<file path="src/rtl/lc3b_types.sv">
// Shared types for the branch-resolve slice: machine word, resolver state and
// the in-flight prediction record carried from fetch to resolve.
package lc3b_types;

  typedef logic [15:0] lc3b_word;

  typedef enum logic [0:0] {
    ST_RUN     = 1'b0,
    ST_RECOVER = 1'b1
  } branch_resolve_state_t;

  typedef struct packed {
    lc3b_word pc;
    logic     hit;
    lc3b_word target;
  } pred_entry_t;

  // Statistics counters stick at all-ones instead of wrapping.
  function automatic lc3b_word sat_inc(input lc3b_word v, input logic en);
    return (en && (v != 16'hFFFF)) ? v + 16'd1 : v;
  endfunction

endpackage

</file>
<file path="src/rtl/pred_fifo.sv">
// In-flight prediction FIFO. Push and pop are pre-qualified by the caller;
// clear wins over everything, including a push in the same cycle.
module pred_fifo
  import lc3b_types::*;
#(
  parameter int DEPTH = 4
) (
  input  logic        clk,
  input  logic        reset,
  input  logic        clear,
  input  logic        push,
  input  logic        pop,
  input  pred_entry_t din,
  output pred_entry_t dout,
  output logic        full,
  output logic        empty
);

  localparam int AW = $clog2(DEPTH);
  localparam logic [AW:0] FULL_CNT = (AW + 1)'(DEPTH);

  pred_entry_t   mem_q [DEPTH];
  logic [AW-1:0] rd_q, rd_d;
  logic [AW-1:0] wr_q, wr_d;
  logic [AW:0]   cnt_q, cnt_d;
  logic          do_push, do_pop;

  assign empty = (cnt_q == '0);
  assign full  = (cnt_q == FULL_CNT);
  assign dout  = mem_q[rd_q];

  always_comb begin
    do_pop  = pop & ~empty;
    do_push = push & (~full | do_pop);
    rd_d    = rd_q;
    wr_d    = wr_q;
    cnt_d   = cnt_q;
    if (clear) begin
      rd_d  = '0;
      wr_d  = '0;
      cnt_d = '0;
    end else begin
      if (do_pop)  rd_d = rd_q + 1'b1;
      if (do_push) wr_d = wr_q + 1'b1;
      case ({do_push, do_pop})
        2'b10:   cnt_d = cnt_q + 1'b1;
        2'b01:   cnt_d = cnt_q - 1'b1;
        default: ;
      endcase
    end
  end

  always_ff @(posedge clk or posedge reset) begin
    if (reset) begin
      rd_q  <= '0;
      wr_q  <= '0;
      cnt_q <= '0;
    end else begin
      rd_q  <= rd_d;
      wr_q  <= wr_d;
      cnt_q <= cnt_d;
    end
  end

  // Storage needs no reset: the counters alone define which slots are live.
  always_ff @(posedge clk) begin
    if (do_push && !clear) mem_q[wr_q] <= din;
  end

endmodule

</file>
<file path="src/rtl/branch_resolve.sv">
// Compares each resolving instruction against the prediction made at fetch,
// requests a flush/redirect and BTB update on mismatch, then holds in RECOVER.
module branch_resolve
  import lc3b_types::*;
#(
  parameter int DEPTH          = 4,
  parameter int RECOVER_CYCLES = 2
) (
  input  logic                  clk,
  input  logic                  reset,
  input  logic                  pred_valid,
  input  lc3b_word              pred_pc,
  input  logic                  pred_hit,
  input  lc3b_word              pred_target,
  input  logic                  stall,
  input  logic                  res_valid,
  input  logic                  res_branch,
  input  logic                  res_taken,
  input  lc3b_word              res_target,
  output logic                  btb_load,
  output lc3b_word              btb_pc_store,
  output lc3b_word              btb_instr_addr,
  output logic                  mispredict,
  output lc3b_word              redirect_pc,
  output logic                  busy,
  output lc3b_word              branch_count,
  output lc3b_word              mispredict_count,
  output logic                  overflow,
  output logic                  underflow,
  output branch_resolve_state_t state_dbg
);

  localparam logic [2:0] RC_LOAD = 3'(RECOVER_CYCLES - 1);

  branch_resolve_state_t state_q, state_d;
  logic [2:0]  rc_q, rc_d;
  logic        run, push_req, pop_req, push, pop;
  logic        fifo_full, fifo_empty;
  logic        taken_br, mp_taken, mp_nt, mp;
  pred_entry_t head, pred_in;

  logic     btb_load_q, mispredict_q, overflow_q, underflow_q;
  lc3b_word btb_pc_store_q, btb_instr_addr_q, redirect_pc_q;
  lc3b_word branch_count_q, mispredict_count_q;

  assign pred_in = '{pc: pred_pc, hit: pred_hit, target: pred_target};

  pred_fifo #(.DEPTH(DEPTH)) u_fifo (
    .clk   (clk),
    .reset (reset),
    .clear (mp),
    .push  (push),
    .pop   (pop),
    .din   (pred_in),
    .dout  (head),
    .full  (fifo_full),
    .empty (fifo_empty)
  );

  always_comb begin
    run      = (state_q == ST_RUN);
    push_req = pred_valid & ~stall & run;
    pop_req  = res_valid & ~stall & run;
    pop      = pop_req & ~fifo_empty;
    push     = push_req & (~fifo_full | pop);
    taken_br = res_branch & res_taken;
    mp_taken = pop & taken_br & (~head.hit | (head.target != res_target));
    mp_nt    = pop & head.hit & ~taken_br;
    mp       = mp_taken | mp_nt;
  end

  always_comb begin
    state_d = state_q;
    rc_d    = rc_q;
    case (state_q)
      ST_RUN: begin
        if (mp) begin
          state_d = ST_RECOVER;
          rc_d    = RC_LOAD;
        end
      end
      ST_RECOVER: begin
        if (rc_q == 3'd0) state_d = ST_RUN;
        else              rc_d    = rc_q - 3'd1;
      end
      default: state_d = ST_RUN;
    endcase
  end

  always_ff @(posedge clk or posedge reset) begin
    if (reset) begin
      state_q            <= ST_RUN;
      rc_q               <= '0;
      btb_load_q         <= 1'b0;
      mispredict_q       <= 1'b0;
      btb_pc_store_q     <= '0;
      btb_instr_addr_q   <= '0;
      redirect_pc_q      <= '0;
      branch_count_q     <= '0;
      mispredict_count_q <= '0;
      overflow_q         <= 1'b0;
      underflow_q        <= 1'b0;
    end else begin
      state_q          <= state_d;
      rc_q             <= rc_d;
      mispredict_q     <= mp;
      btb_load_q       <= mp_taken;
      btb_pc_store_q   <= mp_taken ? head.pc : '0;
      btb_instr_addr_q <= mp_taken ? res_target : '0;
      // Not-taken recovery falls through to the next sequential LC-3b word.
      redirect_pc_q    <= mp_taken ? res_target : (mp_nt ? head.pc + 16'd2 : '0);
      branch_count_q     <= sat_inc(branch_count_q, pop & res_branch);
      mispredict_count_q <= sat_inc(mispredict_count_q, mp);
      overflow_q  <= overflow_q | (push_req & fifo_full & ~pop);
      underflow_q <= underflow_q | (pop_req & fifo_empty);
    end
  end

  assign btb_load         = btb_load_q;
  assign btb_pc_store     = btb_pc_store_q;
  assign btb_instr_addr   = btb_instr_addr_q;
  assign mispredict       = mispredict_q;
  assign redirect_pc      = redirect_pc_q;
  assign busy             = (state_q == ST_RECOVER);
  assign branch_count     = branch_count_q;
  assign mispredict_count = mispredict_count_q;
  assign overflow         = overflow_q;
  assign underflow        = underflow_q;
  assign state_dbg        = state_q;

endmodule

</file>
<file path="config.mk">
export PLATFORM = sky130hd
export DESIGN_NAME = branch_resolve
export DESIGN_NICKNAME = d
export VERILOG_FILES = /design/src/rtl/lc3b_types.sv /design/src/rtl/pred_fifo.sv /design/src/rtl/branch_resolve.sv
export SDC_FILE = /design/constraint.sdc
export NUM_CORES = 1
export LEC_CHECK = 0
export ABC_AREA = 1
export CORE_MARGIN = 2
export CORE_UTILIZATION = 45
export DETAILED_ROUTE_END_ITERATION = 10
export GPL_TIMING_DRIVEN = 0
export PLACE_DENSITY_LB_ADDON = 0.25
export SYNTH_ARGS = -nofsm -noshare
export SYNTH_HDL_FRONTEND = slang
export SYNTH_SLANG_ARGS = --single-unit
</file>
<file path="constraint.sdc">
create_clock -name clk -period 4.9 [get_ports clk]
set_clock_uncertainty 0.05 [all_clocks]
set_input_delay 0.98 -clock clk [delete_from_list [all_inputs] [get_ports clk]]
set_output_delay 0.98 -clock clk [all_outputs]
set_load 0.02 [all_outputs]
</file>
==> qor.csv <==
metric;value;unit
synthTopCellsByArea;edfxtp_1 41%, dfrtp_1 25%, nand2_1 10%;
tritoncts;built;
synth_most_common_cell;nand2_1;
ys_ff_latch;227;
maxSlewViolCount;0;
ant_nets;0;
viasPerCell;5.08;
cts.path.max_buffers;3;
synth_edf_count;132;
synthesis.area;0.00967;sq mm
yosysUniqueCellTypes;37;
cts_made_buffers;25;
yosysTopAreaCell;edfxtp_1;
grt_max_degree;68;
initial_core_util;0.460;
clkTransAtPathRegs;60;ps
hold_ws;429;ps
worstSetupPathType;in -> reg;
io-pin-count;142;
synth_nets;978;
worstPathRequired;5080;ps
wirelength;23300;um
area_delta_synth_final;28.2;%
fillCellCount;1726;
grt_use_total;0.209;
ys.flop_type;edfxtp_1;
synth_common_cells;261 x nand2_1, 132 x edfxtp_1, 106 x nand3_1;
top_layer;met4;
post_cts_resize_count;0;
end_kind;flip-flop;
antenna_found_initial;0;
routedWlPerCell;16.9;um
gp_congestion;0.822;
min_period;3540;ps
rsz0062_at_grt;false;
grt_pass1_wl;36200;um
vdd_drop_max;0.000292;V
multi_input_area;0.00285;sq mm
worst_skew_pair.late_latency;540;ps
grt_overflow_total;0;
antenna_cells;0;
hp-class;reg -> reg;
route.met3.wl;1840;um
seq_area_frac_synth;0.656;
report.final.hold_viol_count;0;
clock_sinks;227;
cts_hold_buf;0;
grt_pass1_vias;6759;
regArea;0.00634;sq mm
dieArea;0.0227;sq mm
p_leak;5.25;nW
dpl_cell_area;0.0116;sq mm
vias;7010;
htree_levels;1;
first_iter_violations;481;
synth_top_area_frac;0.410;
tightest_slew;728;ps
place.port_buffers;141;
post_cts_buffers;0;
path_max_fanout;18;
drt_first_pass_iters;5;
num_rows;53;
setup_viol;0;
drcViolationCount;0;
ys_async_sr_fraction;0.419;
max_freq;282;MHz
cap_violations;0;
drive_gt1_frac;0.0851;
worstPathArrival;3730;ps
avgSynthCellArea;10.6;sq um
core_area;0.0210;sq mm
period_share;0.723;
p_per_area;506;mW/mm^2
die_x;151;um
dieHeight;151;um
synthCells;912;
stdcell_area;0.0124;sq mm
wirelength_met1;9900;um
root_buffer;clkbuf_16;
yosys_warnings;0;
wl_met2;11000;um
final_net_count;1151;
dp_hpwl;15800;um
status;finished clean;
start_kind;input port;
slew_headroom;0.513;
==> logic make-up (layout without fill, tap and decap cells) <==
group | Yosys count | in the layout | share of synthesized area
AO/OA/AOI/OAI | 45 | 45 | 0.0289
buffers and inverters | 106 | 298 | 0.0527
AND/OR/NAND/NOR | 487 | 487 | 0.215
XOR/XNOR | 37 | 37 | 0.0335
adder cells (fa/ha/maj) | 10 | 10 | 0.0137
flip-flops | 227 | 227 | 0.656
==> metal layers <==
layer	track usage	vias to the layer above
li1	-	3381
met1	0.291	3315
met2	0.340	275
met3	0.0388	39
met4	0.0565	0
met5	0	-
==> final cells by class <==
type,instances,area share
Sequential cell,227,0.512
Multi-Input combinational cell,579,0.230
Timing Repair Buffer,146,0.124
Clock buffer,27,0.0511
Tap cell,275,0.0278
Inverter,73,0.0223
Buffer,33,0.0190
Clock inverter,19,0.0149
==> flip-flops by register name, summed over array words and instances (netlist names) <==
signal / flops
rc_q: 3
mispredict_count: 16
btb_instr_addr: 16
redirect_pc: 16
overflow: 1
underflow: 1
branch_count: 16
btb_pc_store: 16
u_fifo.rd_q: 2
busy: 1
mispredict: 1
u_fifo.wr_q: 2
u_fifo.mem_q: 132
btb_load: 1
u_fifo.cnt_q: 3
==> worst paths after layout <==
check / cells past startpoint / slack (ps) / to / start
max in group asynchronous: 3 / 3380 / btb_pc_store[13] / reset
setup reg to reg: 17 / 1380 / u_fifo.mem_q[0][17] / u_fifo.rd_q[0]
hold / removal: 1 / 430 / overflow / overflow
min in group asynchronous: 2 / 760 / mispredict_count[15] / reset
hold reg to reg: 1 / 430 / overflow / overflow
setup / recovery: 14 / 1360 / u_fifo.mem_q[0][17] / res_target[5]
==> layout by cell type, fill, tap and decap left out, types with 2 or more instances in the layout <==
master,netlist,layout
nand2_1,261,261
clkdlybuf4s50_1,0,141
edfxtp_1,132,132
nand3_1,106,106
dfrtp_1,95,95
nor2_1,79,75
inv_1,70,69
clkbuf_16,0,25
xor2_1,22,22
xnor2_1,15,15
buf_2,14,14
nand4_1,12,12
nor3_1,11,11
o21ai_0,11,11
a21oi_1,11,11
buf_4,9,9
ha_1,9,9
buf_6,8,8
clkinv_1,1,7
o22ai_1,7,7
clkinv_2,0,6
o21bai_1,5,5
clkbuf_1,2,4
a32oi_1,4,4
nor2_4,0,4
or2_2,3,3
nor3_2,3,3
o21ai_1,3,3
bufinv_16,0,3
clkinvlp_4,0,3
buf_16,0,3
inv_2,2,2
nand2_2,2,2
nand2_4,2,2
nor2_2,2,2
o32ai_1,2,2
a32o_1,2,2
buf_12,0,2
==> power breakdown <==
part | total (mW) | switching [mW] | internal (mW)
Combinational | 2.04 | 1.30 | 0.743
Clock | 1.87 | 0.773 | 1.10
Sequential | 2.36 | 0.111 | 2.25
Total | 6.27 | 2.18 | 4.09
==> through the flow <==
| step | worst slack, ps | util | setup TNS, ps | power, mW | std cells |
|---|---|---|---|---|---|
| final | 1360 | 0.590 | 0 | 6.27 | 1379 |
| after global routing | 1110 | 0.590 | 0 | 6.63 | 1379 |
| after CTS | 1370 | 0.590 | 0 | 6.30 | 1379 |
| after detailed placement | 828 | 0.551 | 0 | 4.43 | 1333 |
| after global placement | -1040 | 0.543 | -137400 | 4.35 | 1328 |
| after floorplan | 1190 | - | 0 | 3.72 | 912 |
==> worst max-delay path, cell delays in order <==
cell	delay, ps
clkdlybuf4s50_1	530
inv_1	120
nand3_1	130
nand2_1	60
nor2_1	80
nand2_1	70
nor2_1	80
nand3_1	110
nand2_2	180
nand2_4	130
inv_1	120
nand2_1	240
nor2_4	650
buf_16	240
No activity file was read; power rests on OpenSTA's default activity.
